===== config.mk =====
export PLATFORM = sky130hd
export DESIGN_NAME = alu_issue_unit
export DESIGN_NICKNAME = d
export VERILOG_FILES = /design/src/rtl/alu_issue_unit.sv
export SDC_FILE = /design/constraint.sdc
export NUM_CORES = 1
export LEC_CHECK = 0
export ABC_AREA = 1
export CORE_AREA = 2 2 72 108
export DETAILED_ROUTE_END_ITERATION = 8
export DIE_AREA = 0 0 74 110
export MAX_ROUTING_LAYER = met4
export PLACE_DENSITY = 0.8
export SETUP_SLACK_MARGIN = 0.02
export SKIP_CTS_REPAIR_TIMING = 1
export SKIP_LAST_GASP = 1
export SYNTH_ARGS = -nofsm -noshare
export SYNTH_HDL_FRONTEND = slang
export SYNTH_SLANG_ARGS = --single-unit

===== constraint.sdc =====
create_clock -name clk -period 1.7 [get_ports clk]
set_clock_uncertainty 0.15 [all_clocks]
set_input_delay 0.255 -clock clk [delete_from_list [all_inputs] [get_ports clk]]
set_output_delay 0.255 -clock clk [all_outputs]
set_load 0.01 [all_outputs]

===== src/rtl/alu_issue_unit.sv =====
// rtl/alu_issue_unit.sv - Issue/writeback sequencer driving an external 8-bit ALU.
// Owns the 4x8 register file and carry flag; one instruction per three cycles.
module alu_issue_unit (
  input  logic        clk,
  input  logic        rst,
  input  logic [15:0] instr,
  input  logic        instr_valid,
  output logic        instr_ready,
  output logic [7:0]  alu_op1,
  output logic [7:0]  alu_op2,
  output logic [2:0]  alu_sel,
  input  logic [7:0]  alu_out,
  input  logic        alu_co,
  output logic        done,
  output logic [7:0]  result,
  output logic        carry,
  input  logic [1:0]  dbg_addr,
  output logic [7:0]  dbg_data
);

  typedef enum logic [1:0] {
    IDLE = 2'd0,
    EXEC = 2'd1,
    DONE = 2'd2
  } state_t;

  state_t     state;
  state_t     next_state;
  logic [7:0] rf [4];
  logic [1:0] rd_q;
  logic       accept;

  logic [2:0] f_sel;
  logic [1:0] f_rd;
  logic [1:0] f_rs;
  logic       f_imm;
  logic [7:0] f_imm8;
  logic [1:0] f_rt;
  logic [7:0] op1;
  logic [7:0] op2;

  assign f_sel  = instr[15:13];
  assign f_rd   = instr[12:11];
  assign f_rs   = instr[10:9];
  assign f_imm  = instr[8];
  assign f_imm8 = instr[7:0];
  assign f_rt   = instr[1:0];

  // Load-immediate feeds imm8 on both operands so the ALU passes it through.
  assign op1 = (f_imm && (f_sel == 3'b100)) ? f_imm8 : rf[f_rs];
  assign op2 = f_imm ? f_imm8 : rf[f_rt];

  assign accept   = instr_valid & instr_ready;
  assign dbg_data = rf[dbg_addr];

  always_comb begin
    next_state  = state;
    instr_ready = 1'b0;
    done        = 1'b0;
    case (state)
      IDLE: begin
        instr_ready = 1'b1;
        if (instr_valid) next_state = EXEC;
      end
      EXEC: next_state = DONE;
      DONE: begin
        done       = 1'b1;
        next_state = IDLE;
      end
      default: next_state = IDLE;
    endcase
  end

  always_ff @(posedge clk) begin
    if (rst) begin
      state   <= IDLE;
      alu_op1 <= 8'h00;
      alu_op2 <= 8'h00;
      alu_sel <= 3'b000;
      rd_q    <= 2'b00;
      result  <= 8'h00;
      carry   <= 1'b0;
      for (int i = 0; i < 4; i++) rf[i] <= 8'h00;
    end else begin
      state <= next_state;
      if (accept) begin
        alu_op1 <= op1;
        alu_op2 <= op2;
        alu_sel <= f_sel;
        rd_q    <= f_rd;
      end
      // Operands were read at accept, so rd aliasing rs/rt cannot hazard here.
      if (state == EXEC) begin
        rf[rd_q] <= alu_out;
        result   <= alu_out;
        carry    <= alu_co;
      end
    end
  end

endmodule


==> results.env <==
RUN_STATUS='finished with violations'
FAILED_CHECKS='setup timing'
SETUP_SLACK_NS=-0.155
HIGHEST_FANOUT_SEEN_ON_THE_CRITICAL_PATH=2
CTS.HTREE.LEVELS=3
CTS_TREE='built'
SYNTH_SEQ_AREA_SHARE_PCT=50.3
INITIAL_DETAILED_ROUTING_VIOLATION_COUNT=291
COMMONEST_CELLS_AFTER_ROUTING_FILL_AND_TAPS_ASIDE='nand2_1, nand3_1, nor2_1'
MAXSLEWVIOLCOUNT=0
INITIAL_ANTENNA_VIOLATION_COUNT=0
CLOCKBUFFERDEPTH=2
GRT_PASS1_WL_UM=14900
IR_WORST_VDD_mV=0.625
POSTLAYOUTCELLAREA_MM2=0.00447
DRTANTENNAVIOLNETS=0
REMAINING_DRC_ERRORS=0
YOSYSTOPAREACELLSHARE_PCT=30.2
VIA_COUNT=3247
SYNTH.LIB_CELLS_USED.DISTINCT=23
DRT-VIAS-PER-INSTANCE=5.25
CLK_PIN_SLEW_NS=0.07
FINAL-INSTANCE-COUNT-EXCL-FILL=618
MAX_SLEW.WORST_PIN.SLEW_NS=0.467
GRT_SETUP_UNREPAIRED='true'
TRACK_USAGE_PCT=25.3
DETAIL_ROUTE.FIRST_PASS.ITERATIONS=5
MAX_FREQUENCY_GHz=0.539
GRT_PASS1_VIAS=3113
YOSYS_REGISTER_BITS=64
CELL_TYPES_WITH_THE_LARGEST_AREA_SHARE_AFTER_SYNTHESIS='edfxtp_1, dfxtp_1, nand2_1'
DIE_Y_UM=110
YOSYSTOPAREACELL='edfxtp_1'
YOSYS_WARNINGS=0
FINAL_LAYOUT_SIZE_SUFFIX_GT1_SHARE_PCT=16.2
CRIT_REQUIRED_NS=1.29
GRT_MAX_DEGREE=28
CLKSINKCOUNT=64
SYNTHESIS.AREA_PER_INSTANCE_UM2=7.74
IO_PINS=68
WORST_HOLD_PATH_TYPE='input port to flop'
CORE_AREA_MM2=0.00718
ROUTED_WL_UM=9460
AREA_DELTA_SYNTH_FINAL_PCT=40.6
POSTSYNTHNETCOUNT=441
FIN_NETS=543
SYN-CELL-AREA_MM2=0.00318
FINAL_HOLD_VIOLATING_ENDPOINTS=0
DETAILEDPLACEMENTHPWL_UM=7010
MAXSLEWHEADROOM_PCT=68.8
MAXCAPVIOLCOUNT=0
FINAL.PERIOD_UTILIZATION_PCT=109
CRIT_ARRIVAL_NS=1.45
PLACE_AREA_MM2=0.00420
PLACE.GP.CONGESTION=0.955
LAYOUT.CELLS.MOST_COMMON='nand2_1'
NUMBER_OF_ROWS_IN_THE_CORE_AREA=38
CRITICAL_PATH.ENDPOINT_TYPE='output pin'
FINAL_CORE_UTILIZATION_PCT=62.3
LAYOUT_MIN_CYCLE_TIME_NS=1.85
DIE_WIDTH_UM=74
LEAKAGE_nW=2.13
REMAINING_OVERFLOW_GRT=0
CTS-ROOT-BUF='clkbuf_8'
FINALSETUPVIOLATIONS=1
SETUP.WORST_PATH.START_CLASS='flop'
DIEAREA_MM2=0.00814
PORT_BUFFERS=67
DP_CELLS=591
CLKLATENCYLATEPIN_NS=0.35
SETUP.WORST_PATH.CLASS='flop to output pin'
SUM_OF_NEGATIVE_SETUP_SLACK_NS=-0.155
POST_SYNTH_INST_COUNT=411
CTS_BUFFERS=9
AVERAGE_WIRE_PER_STANDARD_CELL_UM=15.3
INITIAL_UTILIZATION_PCT=44.3
ANTENNA_CELLS_INSERTED=0
POWER-PER-CELL-AREA_mW_PER_MM2=804
[path summary, 6_finish.rpt]
path / start / endpoint / slack (ns) / depth (start not counted)
setup reg to reg: state[0]$_SDFFE_PP0P_ / rf[2][0]$_SDFFCE_PN0P_ / 0.12 / 7
hold reg to reg: result[0]$_SDFFE_PP0N_ / result[0]$_SDFFE_PP0N_ / 0.32 / 2
hold / removal: alu_co / carry$_SDFFE_PP0N_ / 0.29 / 3
setup / recovery: rf[1][4]$_SDFFCE_PN0P_ / dbg_data[4] / -0.15 / 3
[state kept, by name, summed over array words and instances, names as in the netlist]
register  cells
rd_q          2
alu_op1       8
state         2
rf           32
alu_sel       3
alu_op2       8
carry         1
result        8
[worst max-delay path, cell delays in order, from the launching register on]
cell      delay (ns)
edfxtp_1        0.43
o21ai_0         0.35
o22ai_1         0.16
buf_2           0.17
[per-stage QoR]
stage	hold slack (ns)	setup WS, ns	total power [W]
6_report	0.294	-0.155	0.00360
3_3_place_gp	0.311	-0.620	0.00251
3_5_place_dp	0.311	-0.678	0.00253
2_1_floorplan	0.177	0.0893	0.00213
5_1_grt	0.311	-0.170	0.00377
4_1_cts	0.281	-0.680	0.00361
[power by group]
part	switching [W]	internal (W)
clock	0.000570	0.000516
combinational	0.000376	0.000349
sequential	0.0000704	0.00172
[cells by family after synthesis]
group	count (synthesis)	share of synthesized area [%]
flops	64	50.3
compound gates	74	12.0
simple gates	216	30.2
buf+inv	57	7.47
[synthesized netlist by cell type]
| cell | n |
|---|---|
| a21oi_1 | 27 |
| a41oi_1 | 1 |
| buf_2 | 12 |
| buf_4 | 1 |
| clkbuf_1 | 5 |
| clkinv_1 | 2 |
| dfxtp_1 | 32 |
| edfxtp_1 | 32 |
| inv_1 | 32 |
| inv_2 | 4 |
| inv_6 | 1 |
| nand2_1 | 94 |
| nand2_2 | 1 |
| nand2_4 | 3 |
| nand3_1 | 61 |
| nand3_2 | 1 |
| nand4_1 | 2 |
| nor2_1 | 50 |
| nor2_2 | 2 |
| nor2_8 | 2 |
| o21ai_0 | 34 |
| o21ai_1 | 6 |
| o22ai_1 | 6 |
[cell type report]
class	instances	area (um2)
fillers	628	2710
flip-flops and latches	64	1600
multi-input cells	290	1370
repair buffers	109	1070
inverters	39	155
clock buffers	11	131
well taps	100	125
clock inverters	5	26.3
[layer usage]
metal  vias up  global-route usage, %  wire length, um
met5         -                      -                0
met4         0                   14.3              410
met1      1517                   27.3             3570
li1       1572                      -                -
met2       126                   42.6             5050
met3        32                   5.36              434
(Power assumes the default switching activity.)
